<file path="src/rtl/spi_pkg.sv">
// Shared definitions for the SPI slave receiver: FSM encodings and the
// overflow counter type.
package spi_pkg;

  localparam logic [1:0] ST_IDLE  = 2'd0;
  localparam logic [1:0] ST_SHIFT = 2'd1;
  localparam logic [1:0] ST_WRITE = 2'd2;

  localparam int OVF_W = 8;
  typedef logic [OVF_W-1:0] ovf_t;

endpackage

</file>
<file path="src/rtl/sync_edge.sv">
// Multi-stage synchronizer for one asynchronous input, followed by an edge
// detector that compares the last two synchronized samples.
module sync_edge #(
  parameter int   STAGES    = 2,
  parameter logic RESET_VAL = 1'b0
) (
  input  logic clk,
  input  logic rst,
  input  logic din,
  output logic level,
  output logic rise,
  output logic fall
);

  logic [STAGES-1:0] sync_reg;
  logic [STAGES-1:0] sync_next;
  logic              prev_reg;

  genvar gi;
  generate
    for (gi = 0; gi < STAGES; gi++) begin : g_stage
      if (gi == 0) begin : g_first
        assign sync_next[gi] = din;
      end else begin : g_chain
        assign sync_next[gi] = sync_reg[gi-1];
      end
    end
  endgenerate

  always_ff @(posedge clk or negedge rst) begin
    if (!rst) begin
      sync_reg <= {STAGES{RESET_VAL}};
      prev_reg <= RESET_VAL;
    end else begin
      sync_reg <= sync_next;
      prev_reg <= sync_reg[STAGES-1];
    end
  end

  assign level = sync_reg[STAGES-1];
  assign rise  = sync_reg[STAGES-1] & ~prev_reg;
  assign fall  = ~sync_reg[STAGES-1] & prev_reg;

endmodule

</file>
<file path="src/rtl/spi_slave_rx.sv">
// SPI mode-0 slave receiver: deserializes MSB-first words and pushes them to
// a downstream FIFO with an active-low write strobe.
module spi_slave_rx
  import spi_pkg::*;
#(
  parameter int DATA_WIDTH  = 16,
  parameter int SYNC_STAGES = 2
) (
  input  logic                  clk,
  input  logic                  rst,
  input  logic                  sclk,
  input  logic                  cs_n,
  input  logic                  mosi,
  input  logic                  FULL,
  output logic                  WE,
  output logic [DATA_WIDTH-1:0] SPI_data,
  output logic                  rx_busy,
  output logic                  frame_err,
  output ovf_t                  ovf_count
);

  localparam int CNT_W = (DATA_WIDTH > 1) ? $clog2(DATA_WIDTH) : 1;
  localparam logic [CNT_W-1:0] LAST_CNT = CNT_W'(DATA_WIDTH - 1);

  logic sclk_level, sclk_rise, sclk_fall;
  logic cs_level, cs_rise, cs_fall;
  logic mosi_level, mosi_rise, mosi_fall;
  logic unused_edges;

  sync_edge #(.STAGES(SYNC_STAGES), .RESET_VAL(1'b0)) u_sync_sclk (
    .clk(clk), .rst(rst), .din(sclk),
    .level(sclk_level), .rise(sclk_rise), .fall(sclk_fall)
  );

  sync_edge #(.STAGES(SYNC_STAGES), .RESET_VAL(1'b1)) u_sync_cs (
    .clk(clk), .rst(rst), .din(cs_n),
    .level(cs_level), .rise(cs_rise), .fall(cs_fall)
  );

  sync_edge #(.STAGES(SYNC_STAGES), .RESET_VAL(1'b0)) u_sync_mosi (
    .clk(clk), .rst(rst), .din(mosi),
    .level(mosi_level), .rise(mosi_rise), .fall(mosi_fall)
  );

  assign unused_edges = sclk_level ^ sclk_fall ^ mosi_rise ^ mosi_fall;

  logic [1:0]            state_reg, state_next;
  logic [CNT_W-1:0]      cnt_reg, cnt_next;
  logic [DATA_WIDTH-1:0] shift_reg, shift_next;
  logic [DATA_WIDTH-1:0] data_reg, data_next;
  ovf_t                  ovf_reg, ovf_next;
  logic                  ferr_reg, ferr_next;
  logic [DATA_WIDTH-1:0] shifted;
  logic                  complete;

  assign shifted  = {shift_reg[DATA_WIDTH-2:0], mosi_level};
  assign complete = sclk_rise && (cnt_reg == LAST_CNT);

  always_comb begin
    state_next = state_reg;
    cnt_next   = cnt_reg;
    shift_next = shift_reg;
    data_next  = data_reg;
    ovf_next   = ovf_reg;
    ferr_next  = 1'b0;
    case (state_reg)
      ST_IDLE: begin
        if (cs_fall) begin
          state_next = ST_SHIFT;
          cnt_next   = '0;
          shift_next = '0;
        end
      end
      ST_SHIFT: begin
        if (sclk_rise) begin
          shift_next = shifted;
          cnt_next   = cnt_reg + 1'b1;
        end
        // A completing edge wins over a simultaneous cs_n rise: the word is
        // delivered (or dropped) and WRITE then falls back to IDLE.
        if (complete) begin
          cnt_next  = '0;
          data_next = shifted;
          if (!FULL) begin
            state_next = ST_WRITE;
          end else begin
            if (ovf_reg != '1) ovf_next = ovf_reg + 1'b1;
            if (cs_rise) state_next = ST_IDLE;
          end
        end else if (cs_rise) begin
          state_next = ST_IDLE;
          ferr_next  = (cnt_next != '0);
        end
      end
      ST_WRITE: begin
        state_next = cs_level ? ST_IDLE : ST_SHIFT;
      end
      default: state_next = ST_IDLE;
    endcase
  end

  always_ff @(posedge clk or negedge rst) begin
    if (!rst) begin
      state_reg <= ST_IDLE;
      cnt_reg   <= '0;
      shift_reg <= '0;
      data_reg  <= '0;
      ovf_reg   <= '0;
      ferr_reg  <= 1'b0;
    end else begin
      state_reg <= state_next;
      cnt_reg   <= cnt_next;
      shift_reg <= shift_next;
      data_reg  <= data_next;
      ovf_reg   <= ovf_next;
      ferr_reg  <= ferr_next;
    end
  end

  assign WE        = (state_reg != ST_WRITE);
  assign SPI_data  = data_reg;
  assign rx_busy   = ~cs_level;
  assign frame_err = ferr_reg;
  assign ovf_count = ovf_reg;

endmodule

</file>
<file path="config.mk">
export PLATFORM = sky130hd
export DESIGN_NAME = spi_slave_rx
export DESIGN_NICKNAME = d
export VERILOG_FILES = /design/src/rtl/spi_pkg.sv /design/src/rtl/sync_edge.sv /design/src/rtl/spi_slave_rx.sv
export SDC_FILE = /design/constraint.sdc
export NUM_CORES = 1
export LEC_CHECK = 0
export BUFFER_PORTS_ARGS = -buffer_cell sky130_fd_sc_hd__buf_2
export CAP_MARGIN = 25
export CORE_ASPECT_RATIO = 0.75
export CORE_MARGIN = 1
export CORE_UTILIZATION = 56
export CTS_CLUSTER_DIAMETER = 30
export DETAILED_ROUTE_END_ITERATION = 6
export HOLD_SLACK_MARGIN = 0.08
export PLACE_DENSITY = 0.78
export SYNTH_ARGS = -nofsm -noshare
export SYNTH_HDL_FRONTEND = slang
export SYNTH_SLANG_ARGS = --single-unit
</file>
<file path="constraint.sdc">
create_clock -name clk -period 2.5 [get_ports clk]
set_input_delay 0.25 -clock clk [delete_from_list [all_inputs] [get_ports clk]]
set_output_delay 0.25 -clock clk [all_outputs]
set_load 0.02 [all_outputs]
</file>
=== Word-level counts from Yosys, hierarchy flattened ===
Cells that the tools add are included.

* $add $sub $neg: 2
* Reduce and logical (&&, ||, !) cells: 8
* Bitwise logic cells: 6
* Mux-type cells: 17
* Equality and inequality tests: 7

{| class="wikitable"
|+ Operators with widths
! kind !! number
|-
| $mux 15 || 2
|-
| $pmux 15 s2 || 1
|-
| $mux 4 || 4
|-
| $add 8x1->8 const B || 1
|-
| $mux 2 || 4
|-
| $ne 8x8->1 const B || 1
|-
| $pmux 4 s2 || 1
|-
| $ne 2x2->1 const B || 3
|-
| $pmux 2 s3 || 1
|-
| $add 4x1->4 const B || 1
|-
| $eq 4x4->1 const B || 1
|-
| $mux 1 || 4
|-
| $reduce_and 2->1 || 2
|-
| $reduce_and 4->1 || 1
|-
| $reduce_bool 4->1 || 1
|-
| $and 1x1->1 || 3
|-
| $not 1->1 || 3
|-
| $reduce_and 3->1 || 1
|-
| $eq 2x1->1 const B || 1
|-
| $eq 2x2->1 const B || 1
|-
| $logic_not 2->1 || 1
|-
| $reduce_bool 2->1 || 1
|-
| $logic_and 1x1->1 || 1
|}

* Output and inout port bits: 27
* Input port bits: 6
* Bits in registers: 54

=== Depth between registers and ports, before layout ===
* Depth in word-level cells: 8
* Depth in mapped cells: 6
* Depth with buffers taken out: 5

=== Modules after synthesis ===
Synthesis repeated with hierarchy kept, for this count alone.

* Cells, all modules: 165
* Area total of the unflattened synthesis: 2263.4 µm²

{| class="wikitable"
|+ Modules (own cells, without submodules)
! module !! cells an instance !! instances !! area each (µm²)
|-
| spi_slave_rx || 150 || 1 || 1989.4
|-
| sync_edge (u_sync_mosi ...) || 5 || 2 || 90.1
|-
| sync_edge (u_sync_cs) || 5 || 1 || 93.8
|}

=== Worst setup path before layout ===
Ideal clock, no wire load.

* Kind: reg-to-reg
* Start: reg cnt_reg[0]
* End: reg ovf_reg[1] (netlist: ovf_count[1])
* Arrival time: 1.867 ns
* Setup slack: 0.506 ns
* Cell stages (with the launch flop): 7
* Path buffers: 1
* Path through: dfrtp_1 ha_1 nand3b_4 or4_1 buf_2 nor2_1 mux2_1

* Word-level cells in the longest chain between the ends: 3

{| class="wikitable"
|+ RTL lines
! what !! line !! source
|-
| start, declared || spi_slave_rx.sv:48 || <nowiki>logic [CNT_W-1:0] cnt_reg, cnt_next;</nowiki>
|-
| start signal, assigned || spi_slave_rx.sv:112 || <nowiki>cnt_reg <= cnt_next;</nowiki>
|-
| $eq 4x4->1 || spi_slave_rx.sv:57 || <nowiki>assign complete = sclk_rise && (cnt_reg == LAST_CNT);</nowiki>
|-
| $logic_and 1x1->1 || spi_slave_rx.sv:57 ||
|-
| $reduce_and 4->1 (no line) || - ||
|-
| end signal, assigned || spi_slave_rx.sv:115 || <nowiki>ovf_reg <= ovf_next;</nowiki>
|-
| end, declared || spi_slave_rx.sv:51 || <nowiki>ovf_t ovf_reg, ovf_next;</nowiki>
|}

No other way between the ends.
A chain may end at the register's enable or synchronous reset.

=== Final worst setup path ===
Same ends and word-level chain as after synthesis.

==> results.txt <==
----------------------------------------------------
[Timing]
  Number of hold violations in the final report ... 0
  Transition time at the pin with the least slew margin ... 0.506 ns
  Worst slack on hold paths ... 0.150 ns
  Share of the clock period used by the worst path after layout ... 0.881
  Worst Clk Skew ... 0.00827 ns
  Time the worst path needs with I/O delays and setup ... 2.20 ns
  Number of pins exceeding their max-slew limit in the final report ... 0
  TNS Setup ... 0 ns
  Highest clock frequency the design can meet ... 0.454 GHz
  Setup repair after global routing missed its margin ... false
  Setup violation total in the final timing report ... 0
  Worst rel slew slack ... 0.662

[Place]
  Placed wire-length estimate ... 2830 um
  GPL Wtd Cong ... 0.796
  Number of port buffers ... 32

[Clock tree]
  Post-CTS setup repair buffer count ... 0
  Clock network latency to the later pin of the worst-skew pair ... 0.31 ns
  H-tree level count ... 2
  CTS tree ... built
  Cts bufs inserted ... 5
  CTS clk-pin slew, worst paths ... 0.09 ns
  Clock Root Buffer ... clkbuf_8
  CTS max path bufs ... 2
  Clock sinks ... 54

[Global route]
  Global Route Usage Sum ... 0.211
  GR Overflow Total ... 0
  Antenna violations before repair ... 0
  Wire length of the first global-routing pass ... 6580 um
  Number of global-route vias before repair ... 1412
  Maximum number of pins on one net before global-route repair ... 26

[Critical path]
  Crit path DAT ... 2.40 ns
  Cell-by-cell listing of the critical path ... ha_1 > nand3b_4 > or4_1 > nor2_1 > mux2_1
  R2R Setup Slk ... 0.30 ns
  Largest fanout of any net on the critical path ... 7
  Worst flop-to-flop path startpoint ... cnt_reg[0]
  Max stage delay on crit path ... 0.68 ns
  Worst EP required ... 2.70 ns
  Class of the most critical setup path ... register to register
  Critical Path Source Type ... register
  Setup crit end kind ... register
  Number of cells traversed by the worst register-to-register path ... 5
  Slowest stage cell, crit path ... or4_1
  Worst reg2reg endpoint ... ovf_count[1]

[Cells and area]
  Proportion of layout cells with a drive suffix above 1 ... 0.304
  Commonest cells after routing, fill and taps aside ... dfrtp_1 (51), buf_2 (32), inv_1 (19), nand2_1 (19), mux2i_1 (16)
  Post-layout net count ... 238
  Synthesis-to-finish area growth ... 16.7%
  Fill cell instance count of the final layout ... 275
  Antenna diode count ... 0
  Most common library cell in the layout ignoring fill and taps ... dfrtp_1
  Number of flip-flops under the largest register name ... 16

[Routing]
  Detail Route Antenna Nets ... 0
  Total length of routed wires ... 3990 um
  Detailed Routing Iterations Pass 1 ... 4
  Final routed wire length divided by cell count ... 14.1 um
  Number of design-rule violations left by the first detailed-router iteration ... 86
  Vias ... 1500
  Number of design rule violations left after detail routing ... 0
  Post-DR vias/cell ... 5.32

[Floorplan]
  Die height ... 57.4 um
  Full die area ... 0.00435 sq mm
  Cell Rows ... 19
  I/O Pins ... 33
  Die width ... 75.9 um
  Starting density of the core ... 0.606
  Placeable core region ... 0.00378 sq mm

[Min path]
  Hold path startpoint ... FULL
  Worst min-delay path category ... primary input to register
  Worst Hold End ... state_reg[1]
  Worst hold path cell count ... 2

[Logic synthesis]
  Synthesized netlist cell count ... 186
  Xor/xnor share of the synthesized area ... 0.0306
  Complex-gate fraction of the synthesized area ... 0.0426
  Average cell area after synthesis ... 12.3 sq um
  Yosys reg bits ... 54
  Share of synthesized area spent on multiplexers ... 0.153
  Synth Area in Simple Gates ... 0.128
  Synth warn ... 0
  Register area share after synthesis ... 0.591
  Post-synthesis instance area ... 0.00229 sq mm
  Synthesized Nets ... 194
  Unique cell type count in the Yosys netlist ... 41
  Combinational family with the most area after synthesis ... multiplexers
  Fraction of the mapped netlist area in adder cells ... 0.0109

[Job]
  Max-cap check violation count ... 0

[Pwr]
  Power per cell area ... 606 mW/mm^2
  IR drop worst, VDD ... 0.000449 V
  Standby leakage power ... 0.00132 uW

[Outcome]
  Outcome ... finished clean

----------------------------------------------------
## worst max-delay path by stage
stage | startpoint | endpoint | slack [ns]
after detailed placement | cnt_reg[0] | ovf_count[1] | 0.31
after floorplan | cnt_reg[0] | ovf_count[1] | 0.51
after CTS | cnt_reg[0] | ovf_count[1] | 0.29
final | cnt_reg[0] | ovf_count[1] | 0.30
after global routing | cnt_reg[0] | ovf_count[1] | 0.19
after global placement | cnt_reg[0] | ovf_count[1] | 0.40
## kinds of logic after synthesis
logic type      Yosys count
buf+inv                  25
flops                    54
compound gates           15
mux                      33
xor+xnor                  8
simple gates             49
fa+ha+maj                 2
## critical path, delay by kind of cell, from the launching register on
kind                     cells  cell delay, ns
adder cells (fa/ha/maj)      1            0.26
AND/OR/NAND/NOR              3            1.05
flip-flops                   1            0.44
multiplexers                 1            0.34
## power by group
part	total (uW)	switching [uW]	leakage [uW]	internal [uW]
sequential	950	38.1	0.000713	912
combinational	196	116	0.000563	80.2
clock	475	281	0.0000444	194
total	1620	435	0.00132	1190
## per-layer routing
| layer | track usage | up-vias | wire length (um) |
|---|---|---|---|
| met4 | 0.0741 | 0 | 50 |
| met1 | 0.281 | 750 | 1870 |
| met5 | 0 | - | 0 |
| met2 | 0.322 | 32 | 1870 |
| met3 | 0.0742 | 6 | 198 |
| li1 | - | 712 | - |
## through the flow
step / cell area (sq um) / cells / power (uW) / util / worst slack (ns)
5_1_grt: 2670 / 282 / 1700 / 0.707 / 0.195
3_3_place_gp: 2550 / 271 / 1150 / 0.675 / 0.396
4_1_cts: 2670 / 282 / 1640 / 0.707 / 0.293
3_5_place_dp: 2550 / 271 / 1160 / 0.675 / 0.309
2_1_floorplan: 2290 / 186 / 1090 / - / 0.506
6_report: 2670 / 282 / 1620 / 0.707 / 0.296
## cells in the mapped netlist
cell,n,area share
mux2_2,14,0.069
a21oi_1,3,0.0066
nand4_1,1,0.0027
dfstp_2,3,0.034
o32ai_1,1,0.0038
and3b_1,1,0.0038
clkinv_1,1,0.0016
nor3b_2,1,0.0055
ha_1,2,0.011
nor4b_1,1,0.0038
nor3_1,2,0.0044
nor2_1,4,0.0066
a22oi_1,1,0.0033
xor2_1,7,0.027
clkbuf_1,2,0.0033
xnor2_1,1,0.0038
nand3_1,4,0.0087
or4_1,1,0.0033
nand3b_4,1,0.0087
o31ai_1,2,0.0066
dfrtp_1,51,0.56
o21ai_1,1,0.0022
buf_2,3,0.0066
nor3_2,1,0.0044
o22ai_1,1,0.0027
nand2b_1,3,0.0082
a31oi_1,1,0.0027
nor4_1,1,0.0027
a21o_1,1,0.0033
nand2b_2,1,0.0038
nor2b_1,2,0.0055
o21ai_0,2,0.0044
a21oi_2,1,0.0038
mux2_1,3,0.015
nor4_2,3,0.016
nand3b_1,1,0.0033
inv_1,19,0.031
or3_1,2,0.0055
o21bai_1,1,0.0033
nand2_1,19,0.031
mux2i_1,16,0.070
## final cells by class
class	instances	area [sq um]	area share
inverter	20	75.1	0.0281
clock buffer	5	68.8	0.0257
clock inverter	2	13.8	0.00515
tap	52	65.1	0.0243
multi-input combinational	107	838	0.314
timing repair buffer	42	258	0.0964
sequential	54	1360	0.507
## repair_timing
| action | 4_1_cts | 5_1_grt |
|---|---|---|
| resized for setup | 0 | 0 |
| setup endpoints to repair | 0 | 0 |
| endpoints found under the hold margin | 23 | 0 |
| hold buffers | 4 | 0 |
No activity file was read; power rests on OpenSTA's default activity.
